==> src/rtl/vector_xbar_mapper.sv <==
// Vector crossbar mapper: captures a batch of per-lane source selections and
// issues the mapped data as one beat (BCAST/FIRST) or as several beats (SERIAL).
module vector_xbar_mapper #(
  parameter int unsigned NUM_PORT   = 8,
  parameter int unsigned DATA_WIDTH = 64,
  localparam int unsigned IDX_W     = (NUM_PORT <= 2) ? 1 : $clog2(NUM_PORT)
) (
  input  logic                           clk,
  input  logic                           reset,
  input  logic                           in_valid,
  output logic                           in_ready,
  input  logic [1:0]                     in_mode,
  input  logic [NUM_PORT-1:0]            in_lane_vld,
  input  logic [NUM_PORT*IDX_W-1:0]      in_src,
  input  logic [NUM_PORT*DATA_WIDTH-1:0] in_data,
  output logic                           out_valid,
  input  logic                           out_ready,
  output logic [NUM_PORT-1:0]            out_lane_vld,
  output logic [NUM_PORT*DATA_WIDTH-1:0] out_data,
  output logic                           out_last,
  output logic                           out_conflict,
  output logic [IDX_W-1:0]               out_beat
);

  localparam logic [1:0] MODE_FIRST  = 2'b01;
  localparam logic [1:0] MODE_SERIAL = 2'b10;

  typedef enum logic {ST_IDLE, ST_ISSUE} state_t;

  state_t                  r_state;
  state_t                  w_state_nxt;
  logic [1:0]              r_mode;
  logic [IDX_W-1:0]        r_src  [NUM_PORT];
  logic [DATA_WIDTH-1:0]   r_data [NUM_PORT];
  logic [NUM_PORT-1:0]     r_pend;
  logic                    r_conflict;
  logic [IDX_W-1:0]        r_beat;

  logic [NUM_PORT-1:0]     w_in_req;
  logic                    w_in_conflict;
  logic [NUM_PORT-1:0]     w_first;
  logic [NUM_PORT-1:0]     w_served;
  logic                    w_accept;
  logic                    w_fire;

  // Source index is usable only when it names an existing lane.
  function automatic logic src_ok(input int unsigned s);
    return s < NUM_PORT;
  endfunction

  // Classify incoming lanes: drop out-of-range sources, detect shared or bad sources.
  always_comb begin
    w_in_req      = '0;
    w_in_conflict = 1'b0;
    for (int i = 0; i < NUM_PORT; i++) begin
      w_in_req[i] = in_lane_vld[i] && src_ok(32'(in_src[i*IDX_W +: IDX_W]));
      if (in_lane_vld[i] && !w_in_req[i]) w_in_conflict = 1'b1;
    end
    for (int i = 0; i < NUM_PORT; i++) begin
      for (int j = 0; j < i; j++) begin
        if (w_in_req[i] && w_in_req[j] &&
            (in_src[i*IDX_W +: IDX_W] == in_src[j*IDX_W +: IDX_W]))
          w_in_conflict = 1'b1;
      end
    end
  end

  // Per source, keep only the lowest-index pending lane claiming it.
  always_comb begin
    w_first = r_pend;
    for (int i = 0; i < NUM_PORT; i++) begin
      for (int j = 0; j < i; j++) begin
        if (r_pend[j] && (r_src[j] == r_src[i])) w_first[i] = 1'b0;
      end
    end
    w_served = ((r_mode == MODE_FIRST) || (r_mode == MODE_SERIAL)) ? w_first : r_pend;
  end

  // Output beat formed from the captured batch; unserved lanes read as zero.
  always_comb begin
    out_valid    = (r_state == ST_ISSUE);
    out_lane_vld = out_valid ? w_served : '0;
    out_last     = out_valid && ((r_mode != MODE_SERIAL) || ((r_pend & ~w_served) == '0));
    out_conflict = r_conflict;
    out_beat     = r_beat;
    out_data     = '0;
    for (int i = 0; i < NUM_PORT; i++) begin
      if (out_lane_vld[i]) out_data[i*DATA_WIDTH +: DATA_WIDTH] = r_data[r_src[i]];
    end
    w_fire   = out_valid && out_ready;
    in_ready = (r_state == ST_IDLE) || (w_fire && out_last);
    w_accept = in_valid && in_ready;
  end

  // State register.
  always_ff @(posedge clk or posedge reset) begin
    if (reset) r_state <= ST_IDLE;
    else       r_state <= w_state_nxt;
  end

  // Next state: a new batch may be taken on the final beat without an idle gap.
  always_comb begin
    w_state_nxt = r_state;
    case (r_state)
      ST_IDLE:  if (in_valid) w_state_nxt = ST_ISSUE;
      ST_ISSUE: if (w_fire && out_last) w_state_nxt = in_valid ? ST_ISSUE : ST_IDLE;
      default:  w_state_nxt = ST_IDLE;
    endcase
  end

  // Batch capture and per-beat pending-mask / beat-counter update.
  always_ff @(posedge clk or posedge reset) begin
    if (reset) begin
      r_mode     <= 2'b00;
      r_pend     <= '0;
      r_conflict <= 1'b0;
      r_beat     <= '0;
      for (int i = 0; i < NUM_PORT; i++) begin
        r_src[i]  <= '0;
        r_data[i] <= '0;
      end
    end else if (w_accept) begin
      r_mode     <= in_mode;
      r_pend     <= w_in_req;
      r_conflict <= w_in_conflict;
      r_beat     <= '0;
      for (int i = 0; i < NUM_PORT; i++) begin
        r_src[i]  <= in_src[i*IDX_W +: IDX_W];
        r_data[i] <= in_data[i*DATA_WIDTH +: DATA_WIDTH];
      end
    end else if (w_fire) begin
      if (out_last) begin
        r_pend <= '0;
      end else begin
        r_pend <= r_pend & ~w_served;
        r_beat <= r_beat + IDX_W'(1);
      end
    end
  end

endmodule

==> config.mk <==
export PLATFORM = sky130hd
export DESIGN_NAME = vector_xbar_mapper
export DESIGN_NICKNAME = d
export VERILOG_FILES = /design/src/rtl/vector_xbar_mapper.sv
export SDC_FILE = /design/constraint.sdc
export NUM_CORES = 2
export LEC_CHECK = 0
export ABC_CLOCK_PERIOD_IN_PS = 23900
export BUFFER_PORTS_ARGS = -buffer_cell sky130_fd_sc_hd__buf_2
export CAP_MARGIN = 20
export CORE_AREA = 3 3 419 421
export CTS_CLUSTER_SIZE = 12
export DETAILED_ROUTE_END_ITERATION = 6
export DIE_AREA = 0 0 422 424
export PLACE_DENSITY = 0.55
export SLEW_MARGIN = 20
export SYNTH_ARGS = -nofsm -noshare
export SYNTH_HDL_FRONTEND = slang
export SYNTH_SLANG_ARGS = --single-unit
export TNS_END_PERCENT = 100
==> constraint.sdc <==
create_clock -name clk -period 23.9 [get_ports clk]
set_input_delay 2.39 -clock clk [delete_from_list [all_inputs] [get_ports clk]]
set_output_delay 2.39 -clock clk [all_outputs]
set_load 0.02 [all_outputs]
==> flow_summary.json <==
{
  "status": "finished, final reports clean",
  "avgViaCountPerCell": 6.411,
  "clk_path_buf_depth": 3,
  "min-delay-start": "r_mode[0]$_DFFE_PP0P_",
  "worstSkewPairLatency_ns": 0.73,
  "setup_viol_count_final": 0,
  "rr_worst_depth": 12,
  "worst_hold_path_type": "flop to flop",
  "path_clk_slew_ns": 0.06,
  "synth_top_family_by_area": "multiplexers",
  "maxSlewViolCount": 0,
  "syn-cell-area_um2": 54290,
  "routedWlPerCell_um": 35.04,
  "cts_sinks": 551,
  "gr-total-overflow": 0,
  "synthFlopType": "dfrtp_1",
  "path_depth": 10,
  "synth_cell_type_count": 43,
  "start_util_pct": 31.61,
  "ys_seq_area_share_pct": 25.40,
  "synth_xor_xnor_area_share_pct": 2.710,
  "cts_resized": 0,
  "grt_pass1_vias": 45550,
  "synthSimpleGateAreaFrac_pct": 4.531,
  "worstMarginPinSlew_ns": 1.026,
  "gr-usage-all-layers_pct": 27.13,
  "critPathMostFrequentCell": "buf_4",
  "portBuffers": 1076,
  "cp_slowest_stage_delay_ns": 0.84,
  "drtIter0Drc": 5847,
  "synth-compound-area-share_pct": 0.6430,
  "synth_edf_count": 0,
  "io_pins": 1077,
  "synth_area_leader_cell": "mux4_2",
  "rows": 152,
  "drv_cap": 0,
  "worst_ir_drop_vdd_mv": 0.07311,
  "cts_max_level": 3,
  "drt_pass1_iterations": 7,
  "grt_start_max_net_pins": 155,
  "finish.utilization_pct": 37.43,
  "reg2reg_from": "r_src[6]$_DFFE_PP0P_",
  "fin_skew_ns": 0.03402,
  "hold_viol_final": 0,
  "syn_nets": 4476,
  "rsz0062_at_grt": "false",
  "start_kind": "flop",
  "timing.final.crit_period_ns": 7.312,
  "crit_chain": "buf_4 -> xnor2_1 -> nand4_1 -> nand2_1 -> o21ai_1 -> nand3_4 -> buf_4 -> buf_4 -> nor2_1 -> buf_2",
  "worst_ep_required_time_ns": 21.51,
  "core_um2": 171700,
  "routabilityCongestion": 0.9199,
  "drive_above_1_share_pct": 59.60,
  "cts_buffers": 74,
  "antenna_found_initial": 37,
  "path_class": "flop to output pin",
  "end_kind": "output pin",
  "period_share_pct": 30.59,
  "cp_top_family": "buffers and inverters",
  "timing.slew.headroom_pct": 31.62,
  "crit_fanout": 35,
  "synth_top_area_share_pct": 42.48,
  "synth_commonest_cells": "mux4_2, dfrtp_1, nor2_1, mux2i_1, mux2_2",
  "post-dp-hpwl_mm": 173.1,
  "yosys.area_share.adder_pct": 0.04609,
  "fillers": 16610,
  "setup-tns-final_ns": 0,
  "die_y_um": 424,
  "fmax_mhz": 136.8,
  "ys_top_cells_by_area": "mux4_2, dfrtp_1, mux2_2, mux2i_1, nor2_1",
  "leakage_uw": 0.02636,
  "worst-path-buf-inv": 4,
  "syn_avg_cell_area_um2": 13.84,
  "wl_mm": 249.5,
  "root_buffer": "clkbuf_16",
  "slowest_stage": "dfrtp_4",
  "yosysMostFrequentCell": "mux4_2",
  "tritoncts": "done",
  "holdBufCountCts": 0,
  "synthArstFlopShare_pct": 100.0,
  "post-cts-setup-buffers": 0,
  "final_nets": 5271,
  "crit_arrival_ns": 4.92,
  "cp-startpoint": "r_src[15]$_DFFE_PP0P_",
  "drc": 0,
  "grt_pass1_wl_mm": 353.8,
  "ys_seq_elements": 551,
  "p_per_area_nw_per_um2": 98.46,
  "ys_warn_count": 0,
  "die_w_um": 422,
  "num_vias": 45650,
  "synthMuxAreaShare_pct": 63.12,
  "syn_inst": 3924,
  "route.antenna.remaining_nets": 0,
  "hold_depth": 1,
  "area_delta_synth_final_pct": 18.40,
  "dieArea_um2": 178900,
  "total_power_uw": 6329
}
-- logic make-up after synthesis --
| logic type | count (synthesis) |
|---|---|
| flip-flops | 551 |
| XOR/XNOR | 168 |
| multiplexers | 2076 |
| AO/OA/AOI/OAI | 46 |
| buffers and inverters | 471 |
| adder cells (fa/ha/maj) | 2 |
| AND/OR/NAND/NOR | 610 |
-- metrics by stage --
| stage | cell area, um^2 | instances | hold WS [ns] | worst slack, ns |
|---|---|---|---|---|
| 3_5_place_dp | 61620 | 6953 | 0.4795 | 17.13 |
| 3_3_place_gp | 61620 | 6953 | 0.4745 | 17.20 |
| 5_1_grt | 64270 | 7116 | 0.5169 | 16.32 |
| 4_1_cts | 64200 | 7087 | 0.4919 | 16.51 |
| 6_report | 64280 | 7121 | 0.4906 | 16.59 |
| 2_1_floorplan | 54290 | 3924 | 0.4581 | 6.104 |
-- path summary, 6_finish.rpt --
kind / endpoint / slack, ns
worst max-delay path: out_data[276] / 16.59
worst min-delay path: r_mode[0]$_DFFE_PP0P_ / 0.49
worst max register to register: r_data[291]$_DFFE_PP0P_ / 17.11
worst min register to register: r_mode[0]$_DFFE_PP0P_ / 0.49
max in group asynchronous: r_data[144]$_DFFE_PP0P_ / 19.07
min in group asynchronous: r_data[499]$_DFFE_PP0P_ / 1.79
-- layout by cell type (no fill, tap or decap), types with 3 or more instances in the layout --
cell type / count
o21ai_0: 5
dfrtp_1: 527
buf_2: 1076
xnor2_1: 131
buf_4: 90
o211ai_1: 6
a22o_1: 5
nor3_1: 8
buf_12: 5
bufinv_16: 8
clkbuf_8: 14
a21o_1: 3
o41ai_1: 6
dfrtp_4: 24
mux4_2: 1024
clkinv_4: 5
inv_1: 18
mux2i_1: 512
mux2_2: 496
nand4_1: 49
clkinvlp_4: 7
nor2_1: 518
clkbuf_16: 75
clkbuf_1: 8
mux2_1: 44
xor2_1: 37
diode_2: 34
clkinv_2: 7
a21oi_1: 5
nand3_1: 10
inv_6: 8
nand2_1: 14
-- sequential cells by signal (all words and copies together), names as in the netlist --
| signal | cells |
|---|---|
| out_beat | 3 |
| r_pend | 8 |
| out_valid | 1 |
| out_conflict | 1 |
| r_src | 24 |
| r_data | 512 |
| r_mode | 2 |
-- per-layer routing --
layer / up-vias / track usage (%) / part of all wire (%)
li1: 17470 / - / -
met1: 24270 / 34.53 / 37
met2: 3250 / 42.63 / 47
met3: 646 / 5.495 / 9.1
met4: 14 / 16.57 / 6.9
met5: - / 0 / 0.038
-- report_power, final --
group / leakage (uW) / switching, uW / internal (uW)
registers: 0.00642 / 648 / 1130
logic: 0.0187 / 1590 / 1750
clock network: 0.00125 / 505 / 711
-- layout make-up --
cell class                 count  area, um^2  share of cell area, %
antenna                       34       85.08                 0.1324
clock buffer                  97        2100                  3.266
clock inverter                37       474.2                 0.7377
inverter                      19       78.83                 0.1226
multi-input combinational   2902       38610                  60.07
sequential                   551       13880                  21.59
tap                         2310        2890                  4.496
timing repair buffer        1171        6161                  9.584
(Power assumes the default switching activity.)
